<file path="config.mk">
export PLATFORM = sky130hd
export DESIGN_NAME = mem_dreq_ctrl_flat
export DESIGN_NICKNAME = d
export VERILOG_FILES = /design/src/rtl/mem_dreq_ctrl_if.sv /design/src/rtl/mem_dreq_ctrl.sv /design/src/flat_wrapper.sv
export SDC_FILE = /design/constraint.sdc
export NUM_CORES = 1
export LEC_CHECK = 0
export BUFFER_PORTS_ARGS = -buffer_cell sky130_fd_sc_hd__buf_2
export CAP_MARGIN = 25
export CORE_MARGIN = 2
export CORE_UTILIZATION = 51
export CTS_CLUSTER_DIAMETER = 120
export DETAILED_ROUTE_END_ITERATION = 8
export PLACE_DENSITY = 0.93
export SETUP_SLACK_MARGIN = 0.5
export SLEW_MARGIN = 40
export SYNTH_ARGS = -nofsm -noshare
export SYNTH_HDL_FRONTEND = slang
export SYNTH_SLANG_ARGS = --single-unit
</file>
<file path="constraint.sdc">
create_clock -name clk -period 3.3 [get_ports clk]
set_input_delay 0.165 -clock clk [delete_from_list [all_inputs] [get_ports clk]]
set_output_delay 0.165 -clock clk [all_outputs]
set_load 0.01 [all_outputs]
</file>
<file path="src/rtl/mem_dreq_ctrl_if.sv">
`default_nettype none
// ============================================================================
// Module   : mem_dreq_ctrl_if
// Purpose  : SRAM-like data-request bus between the MEM-stage access
//            controller (master) and the data memory system (slave).
//            Request phase: req/wr/size/addr/wstrb/wdata, accepted by addr_ok.
//            Data phase   : data_ok with rdata (read data valid on loads).
// Ports    : data_sram_req/wr/size/addr/wstrb/wdata  master -> slave
//            data_sram_addr_ok/data_ok/rdata         slave  -> master
// Revision : 1.0  initial release
// ============================================================================
interface mem_dreq_ctrl_if #(
  parameter int AW = 32,
  parameter int DW = 32
);
  logic            data_sram_req;
  logic            data_sram_wr;
  logic [1:0]      data_sram_size;
  logic [AW-1:0]   data_sram_addr;
  logic [DW/8-1:0] data_sram_wstrb;
  logic [DW-1:0]   data_sram_wdata;
  logic            data_sram_addr_ok;
  logic            data_sram_data_ok;
  logic [DW-1:0]   data_sram_rdata;

  modport master (
    output data_sram_req,
    output data_sram_wr,
    output data_sram_size,
    output data_sram_addr,
    output data_sram_wstrb,
    output data_sram_wdata,
    input  data_sram_addr_ok,
    input  data_sram_data_ok,
    input  data_sram_rdata
  );

  modport slave (
    input  data_sram_req,
    input  data_sram_wr,
    input  data_sram_size,
    input  data_sram_addr,
    input  data_sram_wstrb,
    input  data_sram_wdata,
    output data_sram_addr_ok,
    output data_sram_data_ok,
    output data_sram_rdata
  );
endinterface
`default_nettype wire

</file>
<file path="src/rtl/mem_dreq_ctrl.sv">
`default_nettype none
// ============================================================================
// Module   : mem_dreq_ctrl
// Purpose  : MEM-stage data-memory access controller feeding mem_wb_seg.
//            Turns a load/store in MEM into one req/addr_ok/data_ok
//            transaction, stalls the pipeline until the data phase is done,
//            drives mem_res and silently absorbs transactions that a
//            refresh (flush) killed while they were in flight.
// Ports    : clk, resetn            clock / async active-low reset
//            mem_valid/load/store   instruction qualifiers from MEM
//            mem_addr/wdata/lsV     address, lane-shifted store data, lanes
//            mem_alu_res            result of non-load instructions
//            stall, refresh         global pipeline stall / flush
//            mem_res, mem_stall     result to WB, memory-busy stall request
//            dbus                   data request bus (master side)
// Revision : 1.0  initial release
// ============================================================================
module mem_dreq_ctrl #(
  parameter int AW = 32,
  parameter int DW = 32
) (
  input  wire            clk,
  input  wire            resetn,
  input  wire            mem_valid,
  input  wire            mem_load,
  input  wire            mem_store,
  input  wire [AW-1:0]   mem_addr,
  input  wire [DW-1:0]   mem_wdata,
  input  wire [DW/8-1:0] mem_lsV,
  input  wire [DW-1:0]   mem_alu_res,
  input  wire            stall,
  input  wire            refresh,
  output logic [DW-1:0]  mem_res,
  output logic           mem_stall,
  mem_dreq_ctrl_if.master dbus
);

  localparam int LW = DW / 8;
  localparam int CW = $clog2(LW + 1);

  typedef enum logic [2:0] {
    S_IDLE  = 3'd0,
    S_REQ   = 3'd1,
    S_WAIT  = 3'd2,
    S_HOLD  = 3'd3,
    S_DRAIN = 3'd4
  } state_t;

  state_t          r_state;
  logic            r_wr;
  logic [1:0]      r_size;
  logic [AW-1:0]   r_addr;
  logic [LW-1:0]   r_wstrb;
  logic [DW-1:0]   r_wdata;
  logic            r_refresh_seen;
  logic [DW-1:0]   r_rdata;

  logic            w_start;
  logic [CW-1:0]   w_lane_cnt;
  logic [1:0]      w_size;
  logic [LW-1:0]   w_wstrb;

  // Gating with resetn keeps req/mem_stall low while reset is asserted,
  // even though the IDLE request path is purely combinational.
  assign w_start = resetn & mem_valid & (mem_load | mem_store) & ~refresh;
  assign w_wstrb = mem_store ? mem_lsV : '0;

  // Access size follows the number of enabled byte lanes (the mask is
  // already aligned upstream): one lane = byte, two = half, all = word.
  always_comb begin
    w_lane_cnt = '0;
    for (int i = 0; i < LW; i++) begin
      w_lane_cnt = w_lane_cnt + CW'(mem_lsV[i]);
    end
    if (w_lane_cnt == CW'(1))
      w_size = 2'd0;
    else if (w_lane_cnt == CW'(2))
      w_size = 2'd1;
    else
      w_size = 2'd2;
  end

  // Request bus: live inputs in the issue cycle, captured copy while the
  // address phase is stretched, all-zero otherwise.
  always_comb begin
    dbus.data_sram_req   = 1'b0;
    dbus.data_sram_wr    = 1'b0;
    dbus.data_sram_size  = 2'd0;
    dbus.data_sram_addr  = '0;
    dbus.data_sram_wstrb = '0;
    dbus.data_sram_wdata = '0;
    if (r_state == S_IDLE && w_start) begin
      dbus.data_sram_req   = 1'b1;
      dbus.data_sram_wr    = mem_store;
      dbus.data_sram_size  = w_size;
      dbus.data_sram_addr  = mem_addr;
      dbus.data_sram_wstrb = w_wstrb;
      dbus.data_sram_wdata = mem_wdata;
    end else if (r_state == S_REQ) begin
      dbus.data_sram_req   = 1'b1;
      dbus.data_sram_wr    = r_wr;
      dbus.data_sram_size  = r_size;
      dbus.data_sram_addr  = r_addr;
      dbus.data_sram_wstrb = r_wstrb;
      dbus.data_sram_wdata = r_wdata;
    end
  end

  always_comb begin
    mem_stall = 1'b0;
    case (r_state)
      S_IDLE:  mem_stall = w_start;
      S_REQ:   mem_stall = 1'b1;
      S_WAIT:  mem_stall = ~dbus.data_sram_data_ok;
      S_DRAIN: mem_stall = w_start;
      default: mem_stall = 1'b0;
    endcase
  end

  // Raw read word only; lane select and extension happen in WB.
  always_comb begin
    mem_res = mem_alu_res;
    if (r_state == S_WAIT && dbus.data_sram_data_ok && !r_wr)
      mem_res = dbus.data_sram_rdata;
    else if (r_state == S_HOLD && !r_wr)
      mem_res = r_rdata;
  end

  always_ff @(posedge clk or negedge resetn) begin
    if (!resetn) begin
      r_state        <= S_IDLE;
      r_wr           <= 1'b0;
      r_size         <= 2'd0;
      r_addr         <= '0;
      r_wstrb        <= '0;
      r_wdata        <= '0;
      r_refresh_seen <= 1'b0;
      r_rdata        <= '0;
    end else begin
      case (r_state)
        S_IDLE: begin
          if (w_start) begin
            // Captured even when accepted at once: r_wr tells WAIT/HOLD
            // whether the transaction is a load.
            r_wr           <= mem_store;
            r_size         <= w_size;
            r_addr         <= mem_addr;
            r_wstrb        <= w_wstrb;
            r_wdata        <= mem_wdata;
            r_refresh_seen <= 1'b0;
            r_state        <= dbus.data_sram_addr_ok ? S_WAIT : S_REQ;
          end
        end
        S_REQ: begin
          // The request cannot be withdrawn once raised; a flush only
          // marks it so its data phase is discarded later.
          if (refresh)
            r_refresh_seen <= 1'b1;
          if (dbus.data_sram_addr_ok)
            r_state <= (r_refresh_seen || refresh) ? S_DRAIN : S_WAIT;
        end
        S_WAIT: begin
          if (dbus.data_sram_data_ok) begin
            if (!r_wr)
              r_rdata <= dbus.data_sram_rdata;
            if (refresh)
              r_state <= S_IDLE;
            else if (stall)
              r_state <= S_HOLD;
            else
              r_state <= S_IDLE;
          end else if (refresh) begin
            r_state <= S_DRAIN;
          end
        end
        S_HOLD: begin
          if (!stall || refresh)
            r_state <= S_IDLE;
        end
        S_DRAIN: begin
          if (dbus.data_sram_data_ok)
            r_state <= S_IDLE;
        end
        default: r_state <= S_IDLE;
      endcase
    end
  end

endmodule
`default_nettype wire

</file>
<file path="src/flat_wrapper.sv">
// flat-port wrapper written by rule: the top's interface ports become plain ports
module mem_dreq_ctrl_flat 
#(
  parameter int AW = 32,
  parameter int DW = 32
)
  (clk, resetn, mem_valid, mem_load, mem_store, mem_addr, mem_wdata, mem_lsV, mem_alu_res, stall, refresh, mem_res, mem_stall, dbus_data_sram_req, dbus_data_sram_wr, dbus_data_sram_size, dbus_data_sram_addr, dbus_data_sram_wstrb, dbus_data_sram_wdata, dbus_data_sram_addr_ok, dbus_data_sram_data_ok, dbus_data_sram_rdata);
  mem_dreq_ctrl_if #(.AW(AW), .DW(DW)) dbus_i ();
  input  wire clk;
  input  wire resetn;
  input  wire mem_valid;
  input  wire mem_load;
  input  wire mem_store;
  input  wire [AW-1:0] mem_addr;
  input  wire [DW-1:0] mem_wdata;
  input  wire [DW/8-1:0] mem_lsV;
  input  wire [DW-1:0] mem_alu_res;
  input  wire stall;
  input  wire refresh;
  output logic [DW-1:0] mem_res;
  output logic mem_stall;
  output wire logic [$bits(dbus_i.data_sram_req)-1:0] dbus_data_sram_req;
  output wire logic [$bits(dbus_i.data_sram_wr)-1:0] dbus_data_sram_wr;
  output wire logic [$bits(dbus_i.data_sram_size)-1:0] dbus_data_sram_size;
  output wire logic [$bits(dbus_i.data_sram_addr)-1:0] dbus_data_sram_addr;
  output wire logic [$bits(dbus_i.data_sram_wstrb)-1:0] dbus_data_sram_wstrb;
  output wire logic [$bits(dbus_i.data_sram_wdata)-1:0] dbus_data_sram_wdata;
  input wire logic [$bits(dbus_i.data_sram_addr_ok)-1:0] dbus_data_sram_addr_ok;
  input wire logic [$bits(dbus_i.data_sram_data_ok)-1:0] dbus_data_sram_data_ok;
  input wire logic [$bits(dbus_i.data_sram_rdata)-1:0] dbus_data_sram_rdata;
  assign dbus_data_sram_req = dbus_i.data_sram_req;
  assign dbus_data_sram_wr = dbus_i.data_sram_wr;
  assign dbus_data_sram_size = dbus_i.data_sram_size;
  assign dbus_data_sram_addr = dbus_i.data_sram_addr;
  assign dbus_data_sram_wstrb = dbus_i.data_sram_wstrb;
  assign dbus_data_sram_wdata = dbus_i.data_sram_wdata;
  assign dbus_i.data_sram_addr_ok = dbus_data_sram_addr_ok;
  assign dbus_i.data_sram_data_ok = dbus_data_sram_data_ok;
  assign dbus_i.data_sram_rdata = dbus_data_sram_rdata;
  mem_dreq_ctrl #(.AW(AW), .DW(DW)) u_core (.clk(clk), .resetn(resetn), .mem_valid(mem_valid), .mem_load(mem_load), .mem_store(mem_store), .mem_addr(mem_addr), .mem_wdata(mem_wdata), .mem_lsV(mem_lsV), .mem_alu_res(mem_alu_res), .stall(stall), .refresh(refresh), .mem_res(mem_res), .mem_stall(mem_stall), .dbus(dbus_i));
endmodule
</file>
# [Word-level counts from Yosys, hierarchy flattened]
# Index checks and enable logic that the tools add are counted.
[word_totals] output_inout_bits=105 ff_bits=107 in_bits=141 word_cells=77
[op_classes] n_bitwise=7 n_reduce_logical=15 eq_ne=12 n_addsub=3 mux=32
[op_table] cell="$mux 32" count=6
[op_table] cell="$mux 3" count=8
[op_table] cell="$pmux 3 s5" count=1
[op_table] cell="$mux 2" count=6
[op_table] cell="$mux 4" count=3
[op_table] cell="$eq 3x2->1 const B" count=3
[op_table] cell="$ne 2x2->1 const B" count=4
[op_table] cell="$add 3x1->3" count=2
[op_table] cell="$eq 3x1->1 const B" count=2
[op_table] cell="$mux 1" count=6
[op_table] cell="$reduce_and 3->1" count=2
[op_table] cell="$reduce_and 5->1" count=1
[op_table] cell="$logic_and 1x1->1" count=4
[op_table] cell="$and 1x1->1" count=3
[op_table] cell="$eq 3x3->1 const B" count=1
[op_table] cell="$logic_not 3->1" count=1
[op_table] cell="$ne 3x3->1 const B" count=1
[op_table] cell="$not 1->1" count=3
[op_table] cell="$pmux 1 s3" count=1
[op_table] cell="$add 1x1->2" count=1
[op_table] cell="$logic_not 1->1" count=2
[op_table] cell="$logic_or 1x1->1" count=2
[op_table] cell="$ne 2x1->1 const B" count=1
[op_table] cell="$pmux 1 s2" count=1
[op_table] cell="other kinds (4)" count=4

# [Logic depth before layout (Yosys ltp)]
# Gate-level depths: netlist (run 1).
[depth] word_depth=7 ltp_mapped=9 ltp_nobuf=9

# [Least setup slack after synthesis (run 1)]
# Ideal clock, no wire load.
[synth_timing] kind="input port to output port" start="input port mem_lsV[0]" end="output port dbus_data_sram_size[1]" setup_slack_ps=1394 cell_stages=9 t_required_ps=3135 path_buffers=0 arrival_time_ps=1741 path_cell_list="ha_1 inv_1 fa_1 inv_1 ha_1 nand2_1 a21oi_1 or3_1 a21oi_1"
[synth_between] elab_chain_len=7 word_cells_on_any_way=8 cone_classes="add/sub (3); eq/ne (2); mux (3)"
[synth_lines] element="start, declared" line="flat_wrapper.sv:16" rtl="input wire [DW/8-1:0] mem_lsV;"
[synth_lines] element="$add 1x1->2 *" line="mem_dreq_ctrl.sv:73" rtl="w_lane_cnt = w_lane_cnt + CW'(mem_lsV[i]);"
[synth_lines] element="$add 3x1->3 * (2 in a row)" line="mem_dreq_ctrl.sv:73"
[synth_lines] element="$eq 3x2->1" line="mem_dreq_ctrl.sv:77" rtl="else if (w_lane_cnt == CW'(2))"
[synth_lines] element="$mux 2" line="mem_dreq_ctrl.sv:77"
[synth_lines] element="$mux 2 *" line="mem_dreq_ctrl.sv:75" rtl="if (w_lane_cnt == CW'(1))"
[synth_lines] element="$mux 2 *" line="mem_dreq_ctrl.sv:92" rtl="if (r_state == S_IDLE && w_start) begin"
[synth_lines] element="end, declared" line="flat_wrapper.sv:24" rtl="output wire logic [$bits(dbus_i.data_sram_size)-1:0] dbus_data_sram_size;"
# Mark *: on every way between the ends. The rest lies on a longest branch, timed or not.

# [Worst setup path in the final report (run 1)]
[layout_timing] start="register u_core.r_state[1]" end="output port dbus_data_sram_size[0]"
[layout_between] elab_chain_len=3 word_cells_on_any_way=5 cone_classes="eq/ne (1); mux (2); reduce/logical (2)"
[layout_lines] element="start, declared" line="mem_dreq_ctrl.sv:49" rtl="state_t r_state;"
[layout_lines] element="start signal, assigned" line="mem_dreq_ctrl.sv:151" rtl="r_state <= dbus.data_sram_addr_ok ? S_WAIT : S_REQ;"
[layout_lines] element="start signal, assigned" line="mem_dreq_ctrl.sv:160" rtl="r_state <= (r_refresh_seen || refresh) ? S_DRAIN : S_WAIT;"
[layout_lines] element="$eq 3x1->1 / $logic_not 3->1 (equally long branches)" line="mem_dreq_ctrl.sv:99, mem_dreq_ctrl.sv:92"
[layout_lines] element="$mux 2 / $logic_and 1x1->1 (equally long branches)" line="mem_dreq_ctrl.sv:99, mem_dreq_ctrl.sv:92"
[layout_lines] element="$mux 2 *" line="mem_dreq_ctrl.sv:92"
# Marks and branches as above.

==> results of run 1 <==
==> cells in the final DEF, fill, tap and decap left out, drive strengths merged, types with 4 or more instances in the layout <==
master and instances:
inv 7, nand2 420, clkbuf 10, o21ai 39, dfrtp 107, a22o 8, mux2i 33, buf 260
a21oi 4, a21o 4, dlygate4sd3 24, nor2 7
==> timing repair <==
action / 4_1_cts / 5_1_grt
endpoints found under the hold margin: 75 / 1
pin swaps: 0 / 1
hold buffers: 23 / 1
resized for setup: 1 / 2
endpoints found under the setup margin: 1 / 17
cloned: 0 / 0
setup buffers: 0 / 3
==> worst max-delay path: cells and delay by family (launching register included) <==
| kind | cells | cell delay, ns |
|---|---|---|
| buf+inv | 1 | 0.13 |
| simple gates | 3 | 1.32 |
| flops | 1 | 0.47 |
| compound gates | 1 | 0.13 |
==> flip-flops by register name, summed over array words and instances, names as in the netlist <==
signal                 flops
u_core.r_wstrb             4
u_core.r_addr             32
u_core.r_rdata            32
u_core.r_size              2
u_core.r_wr                1
u_core.r_refresh_seen      1
u_core.r_state             3
u_core.r_wdata            32
==> how the worst max path moves through the flow <==
stage | to | slack [ns]
4_1_cts | dbus_data_sram_wstrb[1] | 0.64
3_3_place_gp | u_core.r_size[0] | 0.87
6_report | dbus_data_sram_size[0] | 0.71
5_1_grt | dbus_data_sram_wdata[14] | 0.57
3_5_place_dp | u_core.r_size[0] | 0.82
2_1_floorplan | dbus_data_sram_size[1] | 1.39
==> cells in the mapped netlist, drive strengths merged (2+ instances only) <==
master | number | area share [%]
or2 | 2 | 0.23
nor3 | 2 | 0.28
nor2b | 2 | 0.23
o21ai | 39 | 3.6
nand2b | 2 | 0.23
nor3b | 2 | 0.28
dfrtp | 107 | 50
a21oi | 4 | 0.37
nand2 | 420 | 29
nor2 | 7 | 0.49
a21o | 4 | 0.56
inv | 6 | 0.42
buf | 26 | 2.9
ha | 2 | 0.46
and3b | 2 | 0.33
mux2i | 33 | 6.1
clkbuf | 12 | 0.86
a22o | 8 | 1.3
==> power by group <==
part	switching (mW)	internal, mW	total [mW]
Sequential	0.374	1.92	2.30
Clock	0.449	0.430	0.879
Combinational	1.11	0.797	1.90
Total	1.93	3.15	5.08
==> layer usage <==
metal / wire length, um / track usage [%]
met4: 423 / 11.1
met1: 5940 / 31.0
met3: 1240 / 4.68
met2: 7630 / 47.6
met5: 0 / 0
==> layout make-up <==
type	instances	area (um^2)	area share (%)
Clock buffer	10	128	1.78
Multi-Input combinational cell	543	2510	34.9
Antenna cell	2	5.00	0.0696
Sequential cell	107	2680	37.2
Tap cell	136	170	2.37
Timing Repair Buffer	284	1590	22.1
Clock inverter	6	88.8	1.24
Inverter	6	22.5	0.313
==> per-stage QoR <==
stage	hold slack, ns	setup WS [ns]	power [mW]	area, um^2
6_report	0.0125	0.712	5.08	7190
5_1_grt	0.00982	0.569	5.47	7190
4_1_cts	0.000202	0.642	5.06	7140
3_5_place_dp	0.340	0.822	4.16	6690
3_3_place_gp	0.329	0.868	4.05	6690
2_1_floorplan	-0.131	1.39	3.45	5390
==> logic make-up after synthesis <==
group	count (synthesis)	share of synthesized area, %
AND/OR/NAND/NOR	445	32.1
buffers and inverters	44	4.21
AO/OA/AOI/OAI	61	6.81
flip-flops	107	49.7
multiplexers	34	6.34
adder cells (fa/ha/maj)	3	0.836
==> run_results.csv, run 1 <==
group,metric,value,unit
outcome,status,"finished clean",
floorplanning,ios,246,
cells_and_area,syn2layout_area_growth,33.5,%
grt,grt_pass1_vias,5340,
critical_path,reg2reg_depth,5,
synth,ys_seq_area_share,49.7,%
drt,drcViolationCount,0,
critical_path,required,3.13,ns
synth,syn_area,5390,um^2
cells_and_area,fillCellCount,804,
cells_and_area,layout.cells.non_filler,1094,
min_path,whs_endpoint,"u_core.r_rdata[4]",
timing,fin_skew,0.0138,ns
drt,vias,5599,
critical_path,critical_path_class,"register to output port",
critical_path,critPathMaxStageDelay,0.62,ns
clocking,cts_buffer_depth,2,
place,hpwl,10600,um
timing,setup_viol,0,
critical_path,reg2reg_from,"u_core.r_state[1]",
floorplanning,start_util,52.4,%
floorplanning,die-area,11400,um^2
pwr,ir_worst_vdd,362,uV
critical_path,path_cells,"or2_1 > or4_4 > nor3_1 > a21o_1 > buf_2",
synth,ys.flop_type,"dfrtp_1",
grt,overflow,0,
pwr,power.density,706,nW/um^2
cells_and_area,postLayoutCoreUtil,69.9,%
place,dp.cells,1049,
timing,slew_violations,0,
timing,slew_headroom,54.5,%
grt,grt_pass1_wl,24300,um
synth,synth_edf_count,0,
run,maxCapViolCount,0,
clocking,cts_tree,"yes",
drt,wl,15200,um
drt,vias_per_cell,5.12,
clocking,clk_pin_slew,0.11,ns
min_path,hold_path.class,"input pin to register",
critical_path,r2r_end,"u_core.r_wdata[9]",
synth,avgSynthCellArea,7.76,um^2
critical_path,critPathLaunchType,"register",
synth,ys_async_sr_fraction,100,%
critical_path,r2r_setup_slack,1.08,ns
min_path,hold_depth,3,
timing,final_hold_viol_count,0,
timing,fin_crit,2.59,ns
timing,timing.final.crit_share,78.4,%
critical_path,worstPathMaxFanout,23,
synth,synth_cells,694,
timing,fin_setup_tns,0,ns
timing,tightest_slew,0.682,ns
floorplanning,fp.dieH,107,um
critical_path,crit_path_start,"u_core.r_state[1]",
grt,antenna_found_initial,2,
place,routabilityCongestion,0.892,
cells_and_area,layout.nets,1095,
clocking,cts_root_buf,"clkbuf_8",
drt,wire_per_inst,13.9,um
synth,yosys_warnings,0,
synth,ys_seq_elements,107,
synth,ys_types,39,
drt,firstDrtPassIters,6,
grt,grt_usage,26.5,%
clocking,clk_latency,0.36,ns
critical_path,end_kind,"output port",
floorplanning,fp.coreArea,10300,um^2
synth,synth_nets,838,
cells_and_area,drive_gt1_share,29.6,%
clocking,htree_num_levels,3,
critical_path,slowest_stage,"or4_4",
floorplanning,rows,37,
min_path,min-delay-start,"dbus_data_sram_rdata[4]",
timing,fmax,386,MHz
clocking,cts_made_buffers,9,
drt,drtIter0Drc,432,
drt,ant_nets,0,
critical_path,worst-endpoint-arrival,2.42,ns
place,io_buffer_count,245,
clocking,cts.sinks,107,
floorplanning,die_w,107,um
grt,grt_max_degree,55,
pwr,p_leak,4.34,nW
timing,rsz0062_at_grt,"no",
(Power assumes the default switching activity.)
==> run 2, diff against run 1 <==
Settings changed: CORE_UTILIZATION 51 to 47, PLACE_DENSITY 0.93 to 0.87.
Clock period 3.3 ns to 2.4 ns, I/O delays scaled along.
==> run_results.csv, run 2 (synthesized netlist as in run 1, its figures left out) <==
group,metric,value,unit
outcome,status,"finished clean",
place,routabilityCongestion,0.823,
timing,setup_viol,0,
min_path,hold_depth,3,
floorplanning,die-area,12300,um^2
timing,fin_crit,2.32,ns
timing,final_hold_viol_count,0,
clocking,cts_buffer_depth,2,
grt,overflow,0,
critical_path,critPathLaunchType,"register",
cells_and_area,postLayoutCoreUtil,82.7,%
critical_path,critical_path_class,"register to output port",
cells_and_area,drive_gt1_share,43.2,%
drt,wire_per_inst,21.1,um
drt,firstDrtPassIters,5,
grt,grt_usage,33.7,%
grt,antenna_found_initial,0,
place,dp.cells,1056,
min_path,whs_endpoint,"u_core.r_addr[9]",
critical_path,r2r_end,"u_core.r_addr[8]",
floorplanning,ios,246,
critical_path,worst-endpoint-arrival,2.20,ns
timing,fmax,431,MHz
pwr,power.density,951,nW/um^2
run,maxCapViolCount,0,
drt,drcViolationCount,0,
drt,vias_per_cell,5.83,
cells_and_area,final_common_cell,"nand2_1",
cells_and_area,layout.cells.non_filler,1204,
critical_path,crit_buf_inv,4,
critical_path,critPathMaxStageDelay,0.41,ns
min_path,hold_path.class,"input pin to register",
drt,ant_nets,0,
critical_path,worstPathMaxFanout,7,
cells_and_area,syn2layout_area_growth,73.9,%
clocking,htree_num_levels,3,
timing,fin_setup_tns,0,ns
min_path,min-delay-start,"mem_addr[9]",
critical_path,r2r_setup_slack,0.40,ns
clocking,cts_made_buffers,9,
pwr,ir_worst_vdd,569,uV
grt,grt_max_degree,65,
cells_and_area,final_cell_mix,"nand2_1 (346), buf_2 (218), dfrtp_1 (105)",
critical_path,slowest_stage,"dfrtp_2",
timing,rsz0062_at_grt,"yes",
timing,slew_headroom,61.1,%
floorplanning,fp.coreArea,11300,um^2
cells_and_area,layout.nets,1200,
cells_and_area,fillCellCount,576,
grt,grt_pass1_vias,6747,
timing,fin_skew,0.0159,ns
drt,wl,25400,um
clocking,clk_pin_slew,0.07,ns
timing,slew_violations,0,
critical_path,reg2reg_depth,10,
grt,grt_pass1_wl,33000,um
floorplanning,fp.dieH,111,um
critical_path,required,2.28,ns
pwr,p_leak,5.39,nW
place,io_buffer_count,245,
cells_and_area,reg.largest.list,"u_core.r_addr x32, u_core.r_rdata x32, u_core.r_wdata x32",
clocking,cts_root_buf,"clkbuf_16",
place,hpwl,10400,um
critical_path,critPathTopFamily,"simple AND/OR/NAND/NOR gates",
drt,drtIter0Drc,682,
clocking,cts_tree,"yes",
critical_path,path_cells,"or2_4 > buf_6 > nor4_4 > buf_6 > clkbuf_16 > nand2_1 > nand2_1 > buf_2",
timing,tightest_slew,0.583,ns
floorplanning,rows,39,
critical_path,reg2reg_from,"u_core.r_state[1]",
floorplanning,die_w,111,um
timing,timing.final.crit_share,96.6,%
pwr,power,8.91,mW
critical_path,end_kind,"output port",
clocking,clk_latency,0.35,ns
drt,vias,7024,
floorplanning,start_util,47.6,%
cells_and_area,diodes,0,
clocking,cts.sinks,107,
-- run 2: tightest hold or removal path: cells and delay by family --
kind,cells,cell delay (ns)
AND/OR/NAND/NOR,2,0.11
buffers and inverters,1,0.08
-- run 2: worst max-delay path by stage --
stage,endpoint,cells past startpoint,from,slack [ns]
3_3_place_gp,dbus_data_sram_wstrb[1],6,u_core.r_state[1],0.30
4_1_cts,dbus_data_sram_wstrb[2],7,u_core.r_state[2],0.21
6_report,dbus_data_sram_wdata[2],8,u_core.r_state[1],0.08
3_5_place_dp,dbus_data_sram_wstrb[1],6,u_core.r_state[1],0.20
2_1_floorplan,dbus_data_sram_size[1],9,mem_lsV[0],0.58
5_1_grt,dbus_data_sram_wdata[2],8,u_core.r_state[1],0.02
-- run 2: repair_timing --
item / in CTS / in global routing
setup buffers: 30 / 20
gates resized for setup: 112 / 138
hold buffers: 66 / 1
cloned: 12 / 3
endpoints found under the hold margin: 108 / 1
pin swaps: 34 / 50
setup endpoints to repair: 157 / 108
-- run 2: metrics by stage --
stage | setup slack, ns | hold WS (ns) | area, um^2
floorplan | 0.584 | -0.176 | 5390
global placement | 0.295 | 0.252 | 6760
detailed placement | 0.198 | 0.261 | 6760
CTS | 0.209 | 0.00130 | 8670
global route | 0.0241 | 0.00542 | 9370
finish | 0.0809 | 0.00579 | 9370
-- run 2: report_power, final --
part | leakage [nW] | switching (mW) | internal, mW
registers | 1.34 | 0.648 | 2.65
clock network | 0.135 | 0.736 | 0.723
logic | 3.91 | 2.27 | 1.88
total | 5.39 | 3.65 | 5.26
-- run 2: area by class of cell --
type                            instances  area, um^2  area share [%]
Sequential cell                       107        2680            28.6
Clock buffer                            9         225            2.40
Timing Repair Buffer                  389        3110            33.2
Inverter                                6        22.5           0.240
Clock inverter                          7        57.6           0.615
Tap cell                              143         179            1.91
Multi-Input combinational cell        543        3090            33.0
-- run 2: layer usage --
layer  part of all wire (%)  track usage, %
met3                     10            9.13
met1                     33            37.1
met4                    8.7            17.4
met5                      0               0
met2                     48            59.5
==> run 3, diff against run 2 <==
Settings changed: GPL_TIMING_DRIVEN set to 0.
==> run_results.csv, run 3 (synthesized netlist as in run 1, its figures left out) <==
group,metric,value,unit
pwr,p_leak,5.52,nW
outcome,status,"finished clean",
floorplanning,rows,39,
clocking,cts_tree,"yes",
timing,fin_setup_tns,0,ns
clocking,cts.sinks,107,
timing,rsz0062_at_grt,"yes",
grt,grt_pass1_vias,6815,
cells_and_area,final_cell_mix,"nand2_1 (316), buf_2 (204), dfrtp_1 (105)",
floorplanning,fp.dieH,111,um
critical_path,critPathLaunchType,"register",
critical_path,worstPathMaxFanout,9,
critical_path,worst-endpoint-arrival,2.25,ns
grt,grt_usage,34.6,%
clocking,cts_made_buffers,9,
cells_and_area,syn2layout_area_growth,79.0,%
critical_path,crit_buf_inv,4,
floorplanning,die_w,111,um
drt,wire_per_inst,21.9,um
clocking,cts_root_buf,"clkbuf_16",
timing,fmax,422,MHz
floorplanning,start_util,47.6,%
clocking,cts_buffer_depth,2,
critical_path,crit_top_cell,"buf_6",
drt,firstDrtPassIters,6,
timing,slew_violations,0,
timing,slew_headroom,64.8,%
timing,fin_crit,2.37,ns
pwr,ir_worst_vdd,584,uV
timing,final_hold_viol_count,0,
pwr,power.density,937,nW/um^2
timing,fin_skew,0.0121,ns
critical_path,slowest_stage,"dfrtp_2",
drt,vias,7182,
cells_and_area,layout.nets,1221,
place,routabilityCongestion,0.818,
cells_and_area,fin_area,9640,um^2
drt,drcViolationCount,0,
run,maxCapViolCount,0,
floorplanning,die-area,12300,um^2
drt,drtIter0Drc,760,
grt,grt_max_degree,71,
clocking,clk_latency,0.35,ns
min_path,hold_path.class,"input pin to register",
grt,antenna_found_initial,1,
grt,overflow,0,
timing,setup_viol,0,
drt,wl,26800,um
critical_path,critPathMaxStageDelay,0.43,ns
critical_path,critPathTopFamily,"buffers and inverters",
place,dpl_cell_area,6830,um^2
grt,grt_pass1_wl,33900,um
critical_path,end_kind,"output port",
timing,tightest_slew,0.526,ns
drt,ant_nets,0,
critical_path,path_cells,"or2_4 > buf_6 > nor4_4 > buf_4 > and2_1 > buf_6 > a22o_1 > buf_2",
clocking,clk_pin_slew,0.07,ns
place,hpwl,11100,um
cells_and_area,final_common_cell,"nand2_1",
floorplanning,fp.coreArea,11300,um^2
place,io_buffer_count,245,
cells_and_area,drive_gt1_share,46.0,%
drt,vias_per_cell,5.86,
timing,timing.final.crit_share,98.6,%
floorplanning,ios,246,
clocking,htree_num_levels,3,
cells_and_area,fillCellCount,530,
cells_and_area,reg.largest.list,"u_core.r_addr x32, u_core.r_rdata x32, u_core.r_wdata x32",
critical_path,required,2.28,ns
critical_path,critical_path_class,"register to output port",
[run 3: per-stage QoR]
| step | power [mW] | hold slack (ns) | setup WS, ns | util, % | instances |
|---|---|---|---|---|---|
| after global placement | 5.62 | 0.328 | -1.64 | 60.0 | 1082 |
| final | 9.04 | 0.0134 | 0.0330 | 85.2 | 1226 |
| after CTS | 7.85 | 0.00135 | 0.136 | 77.2 | 1208 |
| after detailed placement | 5.76 | 0.0158 | 0.0993 | 60.3 | 1083 |
| after global routing | 9.39 | 0.0153 | 0.0365 | 85.2 | 1226 |
| after floorplan | 4.74 | -0.176 | 0.584 | - | 694 |
[run 3: worst paths after layout]
path                                    start                      end  slack (ns)  cells after the start
max                         u_core.r_state[1]  dbus_data_sram_wstrb[3]        0.03                      8
min                               mem_addr[6]         u_core.r_addr[6]        0.01                      3
max reg2reg                 u_core.r_state[1]       u_core.r_wdata[17]        0.47                     11
min reg2reg                u_core.r_rdata[26]       u_core.r_rdata[26]        0.48                      2
max in group asynchronous              resetn         u_core.r_addr[4]        1.60                      3
min in group asynchronous              resetn       u_core.r_wdata[28]        0.46                      3
[run 3: area by class of cell]
class / instances / area, um^2 / area share [%]
antenna: 1 / 2.50 / 0.0260
tap: 143 / 179 / 1.86
buffer: 38 / 453 / 4.70
timing repair buffer: 372 / 2820 / 29.2
multi-input combinational: 543 / 3170 / 32.9
clock inverter: 4 / 47.5 / 0.493
inverter: 6 / 25.0 / 0.260
clock buffer: 12 / 267 / 2.76
sequential: 107 / 2680 / 27.8
[run 3: tightest hold or removal path, cell delays in order]
cell and delay (ns):
buf_2 0.11, nand2_4 0.05, nand2_1 0.05
[run 3: timing repair]
item,in CTS,in global routing
resized for setup,177,224
setup endpoints to repair,163,172
setup buffers,33,13
gates cloned,11,4
pin swaps,55,37
endpoints found under the hold margin,100,0
hold buffers,65,0
[run 3: metal layers]
metal  part of all wire, %  vias up  routed length [um]  global-route usage (%)
li1                      -     2972                   -                       -
met1                    32     3341                8700                    38.8
met2                    49      662               13100                    61.1
met3                    10      207                2760                    6.67
met4                   8.5        0                2270                    20.2
met5                     0        -                   0                       0
[run 3: power by group]
group	internal (mW)	leakage, nW	switching [mW]
clock network	0.893	0.155	0.698
logic	1.85	4.02	2.30
registers	2.65	1.34	0.640
total	5.40	5.52	3.64
